--- src/rtl/mod_nibble_core.sv ---
// mod_nibble_core: fetch/execute sequencer for a nibble-wide ISA that runs
// out of a 32x4 memory with registered read data.
//
// Ports:
//   i_clk, i_rst         clock (posedge) and async active-high reset
//   i_en                 step enable; every state element holds when low
//   o_mem_sel/rw/addr    memory request, combinational from state, gated by i_en
//   o_mem_wData          write data (accumulator)
//   i_mem_rData          read data, valid in the CAP cycle after a REQ
//   o_pc, o_acc, o_carry architectural state for display
//   o_out, o_out_valid   output register and its update pulse
//   o_halted             high once HLT has executed
//
// state  | meaning
// F_REQ  | request opcode at pc
// F_CAP  | decode opcode, pc+1, execute NOP/OUT
// O1_REQ | request first operand at pc
// O1_CAP | immediate execute (LDI/ADDI) or latch addr[4], pc+1
// O2_REQ | request second operand at pc
// O2_CAP | latch addr[3:0], pc+1, resolve jumps
// D_REQ  | read data nibble at latched address
// D_CAP  | execute LD/ADD
// W      | write acc to latched address
// HALT   | stopped until reset

module mod_nibble_core #(
  parameter logic [4:0] RESET_PC = 5'd0
) (
  input  logic       i_clk,
  input  logic       i_rst,
  input  logic       i_en,
  output logic       o_mem_sel,
  output logic       o_mem_rw,
  output logic [4:0] o_mem_addr,
  output logic [3:0] o_mem_wData,
  input  logic [3:0] i_mem_rData,
  output logic [4:0] o_pc,
  output logic [3:0] o_acc,
  output logic       o_carry,
  output logic [3:0] o_out,
  output logic       o_out_valid,
  output logic       o_halted
);

  localparam logic [3:0] OP_NOP  = 4'h0;
  localparam logic [3:0] OP_LDI  = 4'h1;
  localparam logic [3:0] OP_LD   = 4'h2;
  localparam logic [3:0] OP_ST   = 4'h3;
  localparam logic [3:0] OP_ADD  = 4'h4;
  localparam logic [3:0] OP_ADDI = 4'h5;
  localparam logic [3:0] OP_JMP  = 4'h6;
  localparam logic [3:0] OP_JC   = 4'h7;
  localparam logic [3:0] OP_JZ   = 4'h8;
  localparam logic [3:0] OP_OUT  = 4'h9;
  localparam logic [3:0] OP_HLT  = 4'hF;

  typedef enum logic [3:0] {
    F_REQ, F_CAP, O1_REQ, O1_CAP, O2_REQ, O2_CAP, D_REQ, D_CAP, W, HALT
  } state_t;

  state_t     state_q, state_d;
  logic [4:0] pc_q, pc_d;
  logic [3:0] acc_q, acc_d;
  logic       carry_q, carry_d;
  logic [3:0] out_q, out_d;
  logic [3:0] opc_q, opc_d;
  logic [4:0] addr_q, addr_d;
  logic       out_valid;
  logic [4:0] sum;
  logic [4:0] target;
  logic       z;
  logic       sel;

  assign sum    = {1'b0, acc_q} + {1'b0, i_mem_rData};
  assign target = {addr_q[4], i_mem_rData};
  assign z      = (acc_q == 4'd0);

  always_ff @(posedge i_clk or posedge i_rst) begin
    if (i_rst) begin
      state_q <= F_REQ;
      pc_q    <= RESET_PC;
      acc_q   <= 4'd0;
      carry_q <= 1'b0;
      out_q   <= 4'd0;
      opc_q   <= OP_NOP;
      addr_q  <= 5'd0;
    end else begin
      state_q <= state_d;
      pc_q    <= pc_d;
      acc_q   <= acc_d;
      carry_q <= carry_d;
      out_q   <= out_d;
      opc_q   <= opc_d;
      addr_q  <= addr_d;
    end
  end

  always_comb begin
    state_d   = state_q;
    pc_d      = pc_q;
    acc_d     = acc_q;
    carry_d   = carry_q;
    out_d     = out_q;
    opc_d     = opc_q;
    addr_d    = addr_q;
    out_valid = 1'b0;
    if (i_en) begin
      case (state_q)
        F_REQ:  state_d = F_CAP;
        F_CAP: begin
          opc_d = i_mem_rData;
          pc_d  = pc_q + 5'd1;
          if (i_mem_rData == OP_HLT) begin
            state_d = HALT;
          end else if (i_mem_rData >= OP_LDI && i_mem_rData <= OP_JZ) begin
            state_d = O1_REQ;
          end else begin
            state_d = F_REQ;
          end
          if (i_mem_rData == OP_OUT) begin
            out_d     = acc_q;
            out_valid = 1'b1;
          end
        end
        O1_REQ: state_d = O1_CAP;
        O1_CAP: begin
          pc_d = pc_q + 5'd1;
          if (opc_q == OP_LDI) begin
            acc_d   = i_mem_rData;
            state_d = F_REQ;
          end else if (opc_q == OP_ADDI) begin
            {carry_d, acc_d} = sum;
            state_d = F_REQ;
          end else begin
            // only bit 0 of the high operand nibble is an address bit
            addr_d  = {i_mem_rData[0], 4'd0};
            state_d = O2_REQ;
          end
        end
        O2_REQ: state_d = O2_CAP;
        O2_CAP: begin
          pc_d   = pc_q + 5'd1;
          addr_d = target;
          case (opc_q)
            OP_JMP:  begin pc_d = target;                state_d = F_REQ; end
            OP_JC:   begin if (carry_q) pc_d = target;   state_d = F_REQ; end
            OP_JZ:   begin if (z) pc_d = target;         state_d = F_REQ; end
            OP_ST:   state_d = W;
            default: state_d = D_REQ;
          endcase
        end
        D_REQ:  state_d = D_CAP;
        D_CAP: begin
          if (opc_q == OP_ADD) begin
            {carry_d, acc_d} = sum;
          end else begin
            acc_d = i_mem_rData;
          end
          state_d = F_REQ;
        end
        W:       state_d = F_REQ;
        HALT:    state_d = HALT;
        default: state_d = F_REQ;
      endcase
    end
  end

  assign sel = i_en & (state_q == F_REQ || state_q == O1_REQ || state_q == O2_REQ ||
                       state_q == D_REQ || state_q == W);

  assign o_mem_sel   = sel;
  assign o_mem_rw    = sel & (state_q == W);
  assign o_mem_addr  = !sel ? 5'd0 :
                       (state_q == D_REQ || state_q == W) ? addr_q : pc_q;
  assign o_mem_wData = acc_q;

  assign o_pc        = pc_q;
  assign o_acc       = acc_q;
  assign o_carry     = carry_q;
  assign o_out       = out_q;
  assign o_out_valid = out_valid;
  assign o_halted    = (state_q == HALT);

endmodule
--- config.mk ---
export PLATFORM = sky130hd
export DESIGN_NAME = mod_nibble_core
export DESIGN_NICKNAME = d
export VERILOG_FILES = /design/src/rtl/mod_nibble_core.sv
export SDC_FILE = /design/constraint.sdc
export NUM_CORES = 1
export LEC_CHECK = 0
export BUFFER_PORTS_ARGS = -buffer_cell sky130_fd_sc_hd__buf_2
export CAP_MARGIN = 5
export CORE_MARGIN = 1
export CORE_UTILIZATION = 59
export CTS_BUF_LIST = sky130_fd_sc_hd__clkbuf_4 sky130_fd_sc_hd__clkbuf_8 sky130_fd_sc_hd__clkbuf_16
export DETAILED_ROUTE_END_ITERATION = 10
export PLACE_DENSITY = 0.89
export RECOVER_POWER = 25
export SLEW_MARGIN = 30
export SYNTH_ARGS = -nofsm -noshare
export SYNTH_HDL_FRONTEND = slang
export SYNTH_SLANG_ARGS = --single-unit
--- constraint.sdc ---
create_clock -name i_clk -period 4.29 [get_ports i_clk]
set_clock_uncertainty 0.2 [all_clocks]
set_input_delay 0.858 -clock i_clk [delete_from_list [all_inputs] [get_ports i_clk]]
set_output_delay 0.858 -clock i_clk [all_outputs]
set_load 0.02 [all_outputs]
==> key figures <==
Status
  • Status: finished, violations left
  • Failing checks: DRC

Yosys
  • Mapped cell area: 1790 um2
  • Top post-synthesis cells by area: dfrtp_1 38%, mux2i_1 5.6%, nand2_1 4.2%
  • Sequential-to-total area share from yosys stat: 37.8%
  • Post-Synthesis Cells: 186
  • Post-Syn Area per Cell: 9.62 um2
  • Cell variety after synth: 47
  • Most frequent cells after synthesis: 27 x dfrtp_1, 20 x nand2_1, 12 x o21ai_0
  • Synth warn: 0
  • Post-Syn Nets: 199
  • Synth top area share: 37.8%
  • Post-synth EDFFs: 0
  • Top cell type by total area after synthesis: dfrtp_1
  • Count leader, synth: dfrtp_1
  • Ys flop type: dfrtp_1
  • Post-synthesis register bit count: 27
  • Fraction of registers with async set/reset: 100%

Clocking
  • Clk Tree Root Cell: clkbuf_4
  • TritonCTS buffer count: 3
  • Post-CTS Hold Buffers: 0
  • Post-cts sizing count: 0
  • H-tree depth: 1
  • Setup bufs post-CTS: 0
  • CTS sink cnt: 27
  • Clock Latency Late Sink: 330 ps
  • CTS tree: yes
  • Clk slew on worst S/H paths: 140 ps
  • Clock buffer depth: 2

Floorplanning
  • Die height: 57.1 um
  • Floorplan Core Area: 2810 um2
  • Die W: 57.1 um
  • # rows: 19
  • Initial Utilization: 63.8%
  • Die area: 3260 um2
  • IO Pins: 34

Layout
  • Footprint of the multi-input gates: 976 um2
  • Filler cell count: 223
  • FF+latch area: 676 um2
  • # diodes: 0
  • Ratio of cells with drive above 1 in the final layout: 24.9%
  • Nets: 223
  • Synth-to-layout area growth: 7.76%

Timing
  • Final Max Tran Viols: 0
  • Slew @ Worst Pin: 1020 ps
  • Hold_ws: 316 ps
  • Final setup margin: 907 ps
  • RSZ-0062 raised after global routing: false
  • Fmax: 296 MHz
  • Fin. Hold Viols: 0
  • Tmin final: 3380 ps
  • Slew margin rel.: 32.2%
  • Final Setup Violations: 0
  • Setup TNS Final: 0 ps
  • Fin crit share: 78.8%

Route
  • Initial DRC count: 98
  • Antenna Nets Post-Route: 0
  • DR vias/cell: 6.34
  • Via count: 1,521
  • First-pass DRT Iterations: 7
  • WL final: 4020 um
  • Wire per inst: 16.7 um
  • DRC Markers: 7

Global route
  • Global-route wire length before repair: 6760 um
  • Vias in the first global route: 1,443
  • Largest net degree at the start of global routing: 28
  • Initial antenna violation count: 0
  • All-layer global routing usage: 27.0%
  • Congestion Overflow GR: 0

Setup path
  • Critical Path Sink Type: output pin
  • Critical Path Fanout Max: 11
  • CP max-delay cell: or4_4
  • Startpoint Class: input port
  • Worst EP arrival: 2320 ps
  • WP data required: 3230 ps
  • Critical path type: in2out
  • Most used cell, CP: buf_2
  • Max incr delay on CP: 560 ps
  • Cell Chain, Critical Path: buf_2, and3b_1, nand2_4, or4_4, inv_1, buf_2

Placed design
  • Port bufs: 33
  • DP Worst Slack: 927 ps
  • Routability congestion estimate: 0.849
  • Detailed placement HPWL: 2980 um

Pwr
  • Tot Pwr: 1300 uW
  • Maximum vdd drop: 0.358 mV
  • PwrDens: 672 nW/um2
  • Pleak: 0.000943 uW

Job
  • Max-cap violations: 0

Hold path
  • Hold Path Class: reg2reg
-- layer usage --
metal / vias up / global-route usage [%] / share of wire (%)
met1: 719 / 33.7 / 42
met2: 80 / 45.2 / 49
met5: - / 0 / 0
li1: 709 / - / -
met4: 0 / 15.0 / 2.7
met3: 13 / 4.08 / 6.2
-- cells by family after synthesis --
group | share of synthesized area, %
AO/OA/AOI/OAI | 16.9
XOR/XNOR | 1.96
adder cells (fa/ha/maj) | 4.62
buffers and inverters | 7.69
flip-flops | 37.8
multiplexers | 11.9
AND/OR/NAND/NOR | 19.2
-- power by group --
group / leakage (uW) / total [uW] / internal (uW) / switching (uW)
logic: 0.000589 / 678 / 303 / 375
clock network: 0.0000177 / 113 / 35.1 / 77.4
registers: 0.000336 / 505 / 351 / 153
total: 0.000943 / 1300 / 689 / 606
-- stage by stage --
stage	instance area, um2	util, %	std cells
after floorplan	1790	-	186
after global placement	1900	67.8	236
after detailed placement	1900	67.8	236
after CTS	1930	68.7	240
after global routing	1930	68.7	240
final	1930	68.7	240
-- registers in the layout, summed over array words and instances, names as in the netlist --
name / count
addr_q: 5
o_pc: 5
o_acc: 4
o_out: 4
opc_q: 4
state_q: 4
o_carry: 1
-- critical path, delay by kind of cell --
kind / cells / cell delay, ps
buf+inv: 3 / 410
simple gates: 3 / 1060
-- final timing paths --
path                          endpoint        from  slack, ps  cells after the start
max                        o_out_valid        i_en        910                      6
min                          addr_q[0]   addr_q[0]        320                      1
max reg2reg                    o_pc[3]  state_q[2]       1940                      6
min reg2reg                  addr_q[0]   addr_q[0]        320                      1
max in group asynchronous     opc_q[0]       i_rst       2730                      2
min in group asynchronous      o_pc[0]       i_rst        540                      2
-- layout make-up --
class / count / area share [%]
sequential: 27 / 35.0
clock buffer: 3 / 1.17
tap: 31 / 2.01
clock inverter: 1 / 0.260
multi-input combinational: 134 / 50.6
timing repair buffer: 34 / 8.96
inverter: 10 / 1.95
-- cell usage in the layout, fill, tap and decap left out, drive strengths merged, types with 2 or more instances in the layout --
| cell type | count |
|---|---|
| a32o | 2 |
| a22o | 3 |
| nor2 | 10 |
| or4 | 2 |
| o21ai | 12 |
| xnor2 | 3 |
| a221o | 4 |
| nand2 | 21 |
| o22ai | 2 |
| mux2i | 10 |
| and3b | 2 |
| a21oi | 8 |
| nand3 | 4 |
| nand4 | 2 |
| nand4b | 2 |
| buf | 34 |
| nor2b | 3 |
| a21o | 4 |
| nor3 | 4 |
| nand2b | 3 |
| clkbuf | 3 |
| inv | 10 |
| or3 | 2 |
| o31ai | 3 |
| dfrtp | 27 |
| a22oi | 2 |
| mux2 | 9 |
| ha | 5 |
(Power assumes the default switching activity.)
